## src/rtl/nn_pkg.sv

```systemverilog
// Shared types and arithmetic helpers for the single-layer training datapath.
package nn_pkg;

    localparam int unsigned DefDw = 8;
    localparam int unsigned DefLw = 12;

    typedef enum logic [1:0] {StIdle, StFwd, StBwd, StDone} state_e;
    typedef enum logic [1:0] {KindF0, KindF1, KindB} pass_kind_e;

    // Index width that stays at least one bit for single-entry ranges.
    function automatic int unsigned idx_width(input int unsigned n);
        return (n > 1) ? $clog2(n) : 1;
    endfunction

    // Clamp v into the signed w-bit range; all operands here fit in 32 bits.
    function automatic int sat_dw(input int v, input int unsigned w);
        int hi;
        int lo;
        hi = (1 << (w - 1)) - 1;
        lo = -(1 << (w - 1));
        if (v > hi) return hi;
        if (v < lo) return lo;
        return v;
    endfunction

    // Clamp v into the unsigned w-bit range.
    function automatic int sat_lw(input int v, input int unsigned w);
        int hi;
        hi = (1 << w) - 1;
        if (v > hi) return hi;
        if (v < 0) return 0;
        return v;
    endfunction

endpackage

```

## src/rtl/weight_regfile.sv

```systemverilog
// Weight and delta storage with one shared read/write address and a bulk commit.
module weight_regfile
    import nn_pkg::*;
#(
    parameter int unsigned NW = 4,
    parameter int unsigned DW = DefDw,
    parameter int unsigned AW = idx_width(NW)
) (
    input  logic                 clk_i,
    input  logic                 rst_i,
    input  logic                 en_i,
    input  logic [AW-1:0]        addr_i,
    input  logic                 w_we_i,
    input  logic signed [DW-1:0] w_wdata_i,
    input  logic                 d_we_i,
    input  logic signed [DW-1:0] d_wdata_i,
    input  logic                 d_clr_i,
    input  logic                 commit_i,
    output logic signed [DW-1:0] w_rdata_o
);

    logic signed [DW-1:0] w_q [NW];
    logic signed [DW-1:0] d_q [NW];

    // Storage update; commit folds every delta into its weight on one edge.
    always_ff @(posedge clk_i) begin
        if (!rst_i) begin
            for (int unsigned k = 0; k < NW; k++) begin
                w_q[k] <= '0;
                d_q[k] <= '0;
            end
        end else if (en_i) begin
            for (int unsigned k = 0; k < NW; k++) begin
                if (commit_i) begin
                    w_q[k] <= DW'(sat_dw(int'(w_q[k]) + int'(d_q[k]), DW));
                end else if (w_we_i && 32'(addr_i) == k) begin
                    w_q[k] <= w_wdata_i;
                end
                if (d_clr_i) begin
                    d_q[k] <= '0;
                end else if (d_we_i && 32'(addr_i) == k) begin
                    d_q[k] <= d_wdata_i;
                end
            end
        end
    end

    // Asynchronous read of the addressed weight; out-of-range reads return 0.
    always_comb begin
        w_rdata_o = '0;
        for (int unsigned k = 0; k < NW; k++) begin
            if (32'(addr_i) == k) w_rdata_o = w_q[k];
        end
    end

endmodule

```

## src/rtl/pass_engine.sv

```systemverilog
// Serial MAC engine running forward and backward passes of a single-layer network.
module pass_engine
    import nn_pkg::*;
#(
    parameter int unsigned N_IN     = 2,
    parameter int unsigned N_OUT    = 2,
    parameter int unsigned DW       = DefDw,
    parameter int unsigned LW       = DefLw,
    parameter int unsigned LR_SHIFT = 4
) (
    input  logic                                clk_i,
    input  logic                                rst_i,
    input  logic                                en_i,
    input  logic                                f0_pass_i,
    input  logic                                f1_pass_i,
    input  logic                                b_pass_i,
    input  logic                                zero_loss_i,
    input  logic                                zero_final_i,
    input  logic                                zero_weight_update_i,
    input  logic [N_IN*DW-1:0]                  x_i,
    input  logic [N_OUT*DW-1:0]                 target_i,
    input  logic                                w_load_i,
    input  logic [idx_width(N_IN*N_OUT)-1:0]    w_addr_i,
    input  logic [DW-1:0]                       w_data_i,
    output logic [N_OUT*DW-1:0]                 y_o,
    output logic [LW-1:0]                       loss_o,
    output logic                                f_end_o,
    output logic                                b_end_o,
    output logic                                zero_end_check_o,
    output logic                                busy_o
);

    localparam int unsigned NW   = N_IN * N_OUT;
    localparam int unsigned AW   = idx_width(NW);
    localparam int unsigned IW   = idx_width(N_IN + 1);
    localparam int unsigned JW   = idx_width(N_OUT + 1);
    localparam int unsigned AccW = 2 * DW + idx_width(N_IN);
    localparam int unsigned EW   = DW + 1;

    state_e               state_q, state_d;
    pass_kind_e           kind_q, kind_d;
    logic [IW-1:0]        i_q, i_d;
    logic [JW-1:0]        j_q, j_d;
    logic signed [AccW-1:0] acc_q, acc_d;
    logic signed [DW-1:0] y_q [N_OUT];
    logic signed [DW-1:0] y_d [N_OUT];
    logic signed [EW-1:0] e_q [N_OUT];
    logic signed [EW-1:0] e_d [N_OUT];
    logic [LW-1:0]        loss_q, loss_d;
    logic                 f_end_q, f_end_d, b_end_q, b_end_d;
    logic                 zec_q, zec_d, busy_q, busy_d;

    logic [AW-1:0]        rf_addr;
    logic                 rf_w_we, rf_d_we, rf_d_clr;
    logic signed [DW-1:0] rf_d_wdata, rf_rdata;
    logic signed [DW-1:0] x_sel, t_sel, y_new;
    logic signed [EW-1:0] e_sel, e_new;
    int                   abs_e;

    weight_regfile #(
        .NW (NW),
        .DW (DW),
        .AW (AW)
    ) u_regfile (
        .clk_i     (clk_i),
        .rst_i     (rst_i),
        .en_i      (en_i),
        .addr_i    (rf_addr),
        .w_we_i    (rf_w_we),
        .w_wdata_i (w_data_i),
        .d_we_i    (rf_d_we),
        .d_wdata_i (rf_d_wdata),
        .d_clr_i   (rf_d_clr),
        .commit_i  (b_end_q),
        .w_rdata_o (rf_rdata)
    );

    // Operand selection by the current (j,i) position and the FIN-step arithmetic.
    always_comb begin
        x_sel = '0;
        t_sel = '0;
        e_sel = '0;
        for (int unsigned k = 0; k < N_IN; k++) begin
            if (32'(i_q) == k) x_sel = x_i[k*DW +: DW];
        end
        for (int unsigned k = 0; k < N_OUT; k++) begin
            if (32'(j_q) == k) begin
                t_sel = target_i[k*DW +: DW];
                e_sel = e_q[k];
            end
        end
        y_new = DW'(sat_dw(int'(acc_q), DW));
        e_new = EW'(int'(t_sel) - int'(y_new));
        abs_e = (e_new < 0) ? -int'(e_new) : int'(e_new);
    end

    // Next-state logic: pass acceptance, MAC/FIN/delta stepping and clear strobes.
    always_comb begin
        state_d    = state_q;
        kind_d     = kind_q;
        i_d        = i_q;
        j_d        = j_q;
        acc_d      = acc_q;
        y_d        = y_q;
        e_d        = e_q;
        loss_d     = loss_q;
        zec_d      = zec_q;
        f_end_d    = 1'b0;
        b_end_d    = 1'b0;
        busy_d     = (state_q == StFwd) || (state_q == StBwd);
        rf_addr    = AW'(32'(j_q) * N_IN + 32'(i_q));
        rf_w_we    = 1'b0;
        rf_d_we    = 1'b0;
        rf_d_clr   = 1'b0;
        rf_d_wdata = DW'(sat_dw((int'(e_sel) * int'(x_sel)) >>> LR_SHIFT, DW));

        unique case (state_q)
            StIdle: begin
                rf_addr = w_addr_i;
                rf_w_we = w_load_i;
                i_d     = '0;
                j_d     = '0;
                acc_d   = '0;
                if (b_pass_i) begin
                    kind_d  = KindB;
                    state_d = StBwd;
                end else if (f1_pass_i) begin
                    kind_d  = KindF1;
                    state_d = StFwd;
                end else if (f0_pass_i) begin
                    kind_d  = KindF0;
                    state_d = StFwd;
                end
            end
            StFwd: begin
                if (32'(j_q) == N_OUT) begin
                    // Completion step sees the final loss of this pass.
                    state_d = StDone;
                    if (kind_q == KindF1 && loss_q == '0) zec_d = 1'b1;
                    else f_end_d = 1'b1;
                end else if (32'(i_q) < N_IN) begin
                    acc_d = AccW'(int'(acc_q) + int'(rf_rdata) * int'(x_sel));
                    i_d   = i_q + 1'b1;
                end else begin
                    for (int unsigned k = 0; k < N_OUT; k++) begin
                        if (32'(j_q) == k) begin
                            y_d[k] = y_new;
                            e_d[k] = e_new;
                        end
                    end
                    loss_d = LW'(sat_lw(int'(loss_q) + abs_e, LW));
                    acc_d  = '0;
                    i_d    = '0;
                    j_d    = j_q + 1'b1;
                end
            end
            StBwd: begin
                if (32'(j_q) == N_OUT) begin
                    b_end_d = 1'b1;
                    state_d = StDone;
                end else begin
                    rf_d_we = 1'b1;
                    if (32'(i_q) == N_IN - 1) begin
                        i_d = '0;
                        j_d = j_q + 1'b1;
                    end else begin
                        i_d = i_q + 1'b1;
                    end
                end
            end
            StDone: begin
                if (!(f0_pass_i || f1_pass_i || b_pass_i)) state_d = StIdle;
            end
            default: state_d = StIdle;
        endcase

        if (state_q == StIdle || state_q == StDone) begin
            if (zero_loss_i) begin
                loss_d = '0;
                zec_d  = 1'b0;
            end
            if (zero_final_i) begin
                for (int unsigned k = 0; k < N_OUT; k++) begin
                    y_d[k] = '0;
                    e_d[k] = '0;
                end
            end
            rf_d_clr = zero_weight_update_i;
        end
    end

    // State registers; en_i low freezes everything, including pending pulses.
    always_ff @(posedge clk_i) begin
        if (!rst_i) begin
            state_q <= StIdle;
            kind_q  <= KindF0;
            i_q     <= '0;
            j_q     <= '0;
            acc_q   <= '0;
            loss_q  <= '0;
            f_end_q <= 1'b0;
            b_end_q <= 1'b0;
            zec_q   <= 1'b0;
            busy_q  <= 1'b0;
            for (int unsigned k = 0; k < N_OUT; k++) begin
                y_q[k] <= '0;
                e_q[k] <= '0;
            end
        end else if (en_i) begin
            state_q <= state_d;
            kind_q  <= kind_d;
            i_q     <= i_d;
            j_q     <= j_d;
            acc_q   <= acc_d;
            loss_q  <= loss_d;
            f_end_q <= f_end_d;
            b_end_q <= b_end_d;
            zec_q   <= zec_d;
            busy_q  <= busy_d;
            y_q     <= y_d;
            e_q     <= e_d;
        end
    end

    // Output packing; a due pulse only shows while enabled.
    always_comb begin
        y_o = '0;
        for (int unsigned k = 0; k < N_OUT; k++) begin
            y_o[k*DW +: DW] = y_q[k];
        end
        loss_o           = loss_q;
        f_end_o          = f_end_q & en_i;
        b_end_o          = b_end_q & en_i;
        zero_end_check_o = zec_q;
        busy_o           = busy_q;
    end

endmodule

```

## config.mk

```make
export PLATFORM = sky130hd
export DESIGN_NAME = pass_engine
export DESIGN_NICKNAME = d
export VERILOG_FILES = /design/src/rtl/nn_pkg.sv /design/src/rtl/weight_regfile.sv /design/src/rtl/pass_engine.sv
export SDC_FILE = /design/constraint.sdc
export NUM_CORES = 1
export LEC_CHECK = 0
export ABC_AREA = 1
export BUFFER_PORTS_ARGS = -buffer_cell sky130_fd_sc_hd__clkbuf_2
export CAP_MARGIN = 15
export CORE_UTILIZATION = 41
export DETAILED_ROUTE_END_ITERATION = 10
export SLEW_MARGIN = 30
export SYNTH_ARGS = -nofsm -noshare
export SYNTH_HDL_FRONTEND = slang
export SYNTH_HIERARCHICAL = 1
export SYNTH_SLANG_ARGS = --single-unit
export TNS_END_PERCENT = 1
```

## constraint.sdc

```tcl
create_clock -name clk_i -period 7.5 [get_ports clk_i]
set_input_delay 0.75 -clock clk_i [delete_from_list [all_inputs] [get_ports clk_i]]
set_output_delay 0.75 -clock clk_i [all_outputs]
set_load 0.01 [all_outputs]
```

Yosys cells after proc, flatten, opt, wreduce, memory -nomap -nowiden
Memories as Yosys holds them, arrays and structs flattened.
Index checks and enable logic that the tools add are counted.
W data, S select, Z words.
- add/sub/neg operators: 11
- multiply operators: 2
- $lt $le $gt $ge: 16
- eq/ne operators: 17
- muxes and demuxes: 223
- bitwise operators: 18
- reduce and logical (&&, ||, !) cells: 27
- operators by type and width (kind ; count):
    $mux W8 ; 56
    $mux W1 ; 114
    $mux W12 ; 9
    $mux W18 ; 5
    $mux W16 ; 5
    $mux W7 ; 6
    $add A8 B8 Y9 ; 4
    $gt A9 B8 Y1 const B ; 4
    $lt A9 B8 Y1 const B ; 4
    $mux W9 ; 4
    $mux W17 ; 2
    $mux W2 ; 17
    $pmux W17 S2 ; 1
    $add A13 B32 Y32 ; 1
    $gt A32 B13 Y1 const B ; 1
    $lt A32 B1 Y1 const B ; 1
    $mux W32 ; 1
    $neg A9 Y32 ; 1
    $pmux W2 S3 ; 3
    $add A17 B16 Y17 ; 1
    $gt A17 B8 Y1 const B ; 1
    $lt A17 B8 Y1 const B ; 1
    $mul A9 B8 Y17 ; 1
    $mul A8 B8 Y16 ; 1
    24 further kinds ; 70
- register bits after elaboration: 75
- memory bits (writable): 64
- output and inout bits: 32
- word-level logic and storage cells: 330
- memories: 2
- memories (memory ; depth ; width ; rd ports ; clocked after Yosys merged registers in ; write ports ; line ; source):
    u_regfile.d_q ; 4 ; 8 ; 4 ; 0 ; 4 ; weight_regfile.sv:23 ; logic signed [DW-1:0] d_q [NW];
    u_regfile.w_q ; 4 ; 8 ; 4 ; 0 ; 4 ; weight_regfile.sv:22 ; logic signed [DW-1:0] w_q [NW];

Depth between registers and ports, before layout
- depth after elaboration: 25
- depth in mapped cells: 35
- depth with buffers taken out: 35

Cells and area by module
The synthesis kept the hierarchy.
- modules (own cells, without submodules) (module ; times used ; cells an instance ; area an instance (um2) ; sequential area each (um2)):
    pass_engine ; 1 ; 1482 ; 10836.6 ; 1501.4
    weight_regfile ; 1 ; 540 ; 4438.0 ; 1921.8

Worst setup path before layout
OpenSTA, ideal clock, no wires.
- path kind: register to register
- start: register state_q[0]
- end: register acc_q[12]
- library setup time: 132 ps
- arrival time: 6058 ps
- data required time: 7368 ps
- path slack: 1309 ps
- cell stages (with the launch flop): 28
- buffers on the path: 1
- period minus slack after synthesis: 6191 ps
- path through: dfxtp_1 -> inv_1 -> ha_1 -> clkbuf_1 -> o21ai_0 -> inv_2 -> nand2_1 -> clkinv_1 -> nand2_1 -> nand4_1 -> inv_1 -> nand2_1 -> fa_1 -> fa_1 -> inv_1 -> fa_1 -> fa_1 -> fa_1 -> ha_1 -> a21oi_1 -> o221ai_1 -> a21oi_1 -> nor2_1 -> o21ai_0 -> nand2_1 -> or2_2 -> nand3_1 -> a21oi_1
- word-level cells in the longest chain between the ends: 12
- elaborated cells on any way between the ends: 19
- RTL lines (what ; line ; source):
    from (decl) ; pass_engine.sv:40 ; state_e state_q, state_d;
    from (signal assigned) ; pass_engine.sv:195 ; state_q <= StIdle;
    from (signal assigned) ; pass_engine.sv:210 ; state_q <= state_d;
    $logic_not A2 Y1 * ; pass_engine.sv:117 ; unique case (state_q)
    $mux W2 * ; pass_engine.sv:117 ;
    via rf_addr[1] ; pass_engine.sv:53 ; logic [AW-1:0] rf_addr;
    $logic_not A2 Y1 ; weight_regfile.sv:52 ; if (32'(addr_i) == k) w_rdata_o = w_q[k];
    $mux W8 (3 in a row) ; weight_regfile.sv:52 ;
    $mux W8 * ; weight_regfile.sv:52 ;
    via rf_rdata[0] ; pass_engine.sv:55 ; logic signed [DW-1:0] rf_d_wdata, rf_rdata;
    $mul A8 B8 Y16 * ; pass_engine.sv:142 ; acc_d = AccW'(int'(acc_q) + int'(rf_rdata) * int'(x_sel));
    $add A17 B16 Y17 * ; pass_engine.sv:142 ;
    $mux W17 * ; pass_engine.sv:141 ; end else if (32'(i_q) < N_IN) begin
    $mux W17 * ; pass_engine.sv:136 ; if (32'(j_q) == N_OUT) begin
    $pmux W17 S2 * ; pass_engine.sv:117 ;
    to (signal assigned) ; pass_engine.sv:199 ; acc_q <= '0;
    to (signal assigned) ; pass_engine.sv:214 ; acc_q <= acc_d;
    to (decl) ; pass_engine.sv:44 ; logic signed [AccW-1:0] acc_q, acc_d;
The timed path passes the listed nets; every way through them passes the cells marked *. The select of a mux whose other input is x is not followed.
A chain may end at the register's enable or synchronous reset.

Worst setup path after layout
Same ends and word-level chain as after synthesis.

==> impl_metrics.tcl <==
set metrics [dict create \
    crit_buf_inv 5 \
    worstSetupEndpoint "acc_q[12]" \
    power_w 0.00782 \
    hpwl_um 34100 \
    nets 2431 \
    final.setup.worst_slack_ns 0.644 \
    grt_pass1_vias 13036 \
    p_clk_share_pct 12.1 \
    h-tree-depth 4 \
    powerDensity_mw_per_mm2 462 \
    ys_ff_latch 139 \
    syn_inst 2022 \
    async_flop_share_pct 0 \
    r2r_slack_ns 0.64 \
    routabilityCongestion 0.931 \
    p_leak_nw 8.61 \
    io_pins 84 \
    yosysTopAreaCellShare_pct 18.6 \
    rsz0062_at_grt "false" \
    num_rows 70 \
    ant_nets 0 \
    grt_usage_pct 22.9 \
    area_growth_pct 10.9 \
    path_class "reg2reg" \
    critPathTopFamily "adder cells" \
    place_ws_ns 0.666 \
    core-area_mm2 0.0366 \
    ir_drop_v 0.000371 \
    fin_skew_ns 0.0126 \
    post-route-util_pct 46.3 \
    layout_min_cycle_time_ns 6.86 \
    clk_pin_slew_ns 0.07 \
    post-route-period-util_pct 91.4 \
    synthDistinctLibCells 58 \
    crit_start "state_q[0]" \
    ys.warnings.count 6 \
    r2r_end "acc_q[12]" \
    grt-ovfl-total 0 \
    cellInternalPower_w 0.00367 \
    reg2reg_depth 26 \
    wl_per_cell_um 16.2 \
    cts_buffers 17 \
    cpMostUsedCell "fa_1" \
    cts.path.max_buffers 2 \
    via_per_inst 5.15 \
    max_freq_ghz 0.146 \
    drt_wl_total_um 42000 \
    combPwrFrac_pct 76.2 \
    n_antenna_cell 0 \
    grt_max_degree 55 \
    cts_root_buffer "clkbuf_16" \
    worst-path-stages 26 \
    crit_path_max_fanout 9 \
    synthFlopType "dfxtp_1" \
    initial_core_util_pct 41.7 \
    yosys-top-cells-area "fa_1, nand2_1, edfxtp_1, ha_1, dfxtp_1" \
    switching_share_pct 53.1 \
    worst_pin_slew_ns 0.852 \
    drt-pass1-iter-count 5 \
    outcome "finished, final reports clean" \
    r2r-start "state_q[0]" \
    drv_cap 0 \
    portBuffers 83 \
    seq_power_share_pct 11.7 \
    max_stage_delay_ns 0.60 \
    slew_headroom_pct 42.6 \
    hold_class "reg2reg" \
    vias 13330 \
    required_ns 7.80 \
    antenna_found_initial 0 \
    die_area_mm2 0.0380 \
    end_kind "flip-flop" \
    drcViolationCount 0 \
    drive_above_1_share_pct 9.44 \
    drt_iter0_drc 835 \
    finalSetupViolCount 0 \
    synth_edf_count 64 \
    cts_setup_buffers 0 \
    synth_top_cell_by_area "fa_1" \
    slew_violations 0 \
    avgSynthCellArea_um2 7.55 \
    hold_viol 0 \
    crit_arrival_ns 7.15 \
    cts_tree "built" \
    cts.sinks 139 \
    post_cts_resized 0 \
    ys_seq_area_share_pct 22.4 \
    synth_area_mm2 0.0153 \
    power.switching_w 0.00415 \
    die_w_um 195 \
    cp_slowest_cell "o21ai_0" \
    holdBufCountCts 0 \
    dieHeight_um 195 \
    grt_pass1_wl_um 68500 \
    clock_latency_ns 0.45 \
    startpoint_type "flip-flop" \
    tns_ns 0 \
]
-- per-layer routing --
metal / track usage [%] / vias to the layer above / wire (um)
li1: - / 6594 / -
met1: 29.9 / 6339 / 18600
met2: 39.3 / 338 / 20100
met3: 2.92 / 59 / 2090
met4: 7.49 / 0 / 1190
met5: 0 / - / 0
-- worst reg2reg max path: cells and delay by family, from the launching register on --
family                   cells  cell delay [ns]
adder cells (fa/ha/maj)      7             3.28
AO/OA/AOI/OAI                6             1.36
AND/OR/NAND/NOR              8             0.99
buffers and inverters        5             0.68
flip-flops                   1             0.40
-- cell usage after synthesis, drive strengths merged, types with 2 or more instances --
cell,number
o31ai,2
o211ai,22
a31oi,3
nand2,532
nand4,24
clkinv,6
o21a,4
a21o,2
clkbuf,34
xor2,35
o22ai,10
inv,381
nor3,9
buf,7
fa,142
nor2,144
nand3,75
a211oi,10
a21oi,153
a22o,5
edfxtp,64
a221oi,2
o21ai,87
dfxtp,75
or4,2
xnor2,23
a22oi,7
or2,7
o21bai,3
ha,130
a21boi,4
nand3b,8
nor4,3
-- worst min path at each step --
stage | start | to | slack [ns] | cells after the start
after CTS | e_q[16] | e_q[16] | 0.47 | 2
after global routing | e_q[16] | e_q[16] | 0.48 | 2
final | acc_q[1] | acc_q[1] | 0.47 | 2
after global placement | acc_q[3] | acc_q[3] | 0.45 | 2
after detailed placement | e_q[16] | e_q[16] | 0.46 | 2
after floorplan | e_q[0] | e_q[0] | 0.44 | 2
-- layout make-up --
cell class                 count  area, um2
tap                          468        586
timing repair buffer         105        581
fill                        3702      19700
sequential                   139       3420
inverter                     387       1460
clock inverter                12        183
clock buffer                  19        464
multi-input combinational   1457      10200
-- power groups by stage --
stage | Sequential (W) | Clock (W) | Combinational [W]
CTS | 0.000915 | 0.000956 | 0.00595
finish | 0.000916 | 0.000945 | 0.00596
global route | 0.000922 | 0.000988 | 0.00678
floorplan | 0.000909 | 0 | 0.00456
global placement | 0.000929 | 0 | 0.00580
detailed placement | 0.000931 | 0 | 0.00589
-- placed cells by master, fill, tap and decap left out, types with 4 or more instances in the layout --
| master | n |
|---|---|
| nand3b_1 | 7 |
| a211oi_1 | 10 |
| nand2_2 | 16 |
| a22oi_1 | 7 |
| nor2_2 | 8 |
| edfxtp_1 | 64 |
| inv_2 | 7 |
| nand4_1 | 22 |
| fa_1 | 142 |
| o211ai_1 | 22 |
| nor2_1 | 131 |
| dfxtp_1 | 75 |
| xor2_1 | 35 |
| o21ai_1 | 15 |
| nor3_1 | 9 |
| ha_1 | 130 |
| a22o_1 | 5 |
| clkbuf_2 | 83 |
| nand3_1 | 72 |
| inv_1 | 373 |
| clkbuf_16 | 18 |
| bufinv_16 | 4 |
| nor2_4 | 5 |
| buf_4 | 22 |
| or2_2 | 7 |
| clkinv_1 | 4 |
| a21oi_1 | 148 |
| o21ai_0 | 70 |
| a21oi_2 | 4 |
| xnor2_1 | 23 |
| o22ai_1 | 10 |
| o21a_1 | 4 |
| nand2_1 | 514 |
-- registers in the layout (all words and copies together) (netlist names) --
signal	count
state_q	2
i_q	2
u_regfile/d_q	32
y_o	16
j_q	2
u_regfile/w_q	32
busy_o	1
zero_end_check_o	1
loss_o	12
b_end_q	1
f_end_q	1
kind_q	2
acc_q	17
e_q	18
-- per-stage QoR --
step           area (um2)  cells  hold WS [ns]
5_1_grt             16900   2587         0.485
3_5_place_dp        16300   2556         0.457
4_1_cts             16900   2587         0.467
6_report            16900   2587         0.467
3_3_place_gp        16300   2556         0.450
2_1_floorplan       15300   2024         0.440
-- logic make-up (layout without fill, tap and decap cells) --
| group | Yosys count | count (layout) | share of synthesized area, % |
|---|---|---|---|
| simple gates | 806 | 806 | 22.4 |
| buf+inv | 428 | 523 | 10.6 |
| compound gates | 318 | 318 | 12.0 |
| fa+ha+maj | 272 | 272 | 29.3 |
| flops | 139 | 139 | 22.4 |
| xor+xnor | 58 | 58 | 3.33 |
| other cells | 1 | 3 | 0.0246 |
Note: power is estimated with default switching activity, not from simulation.
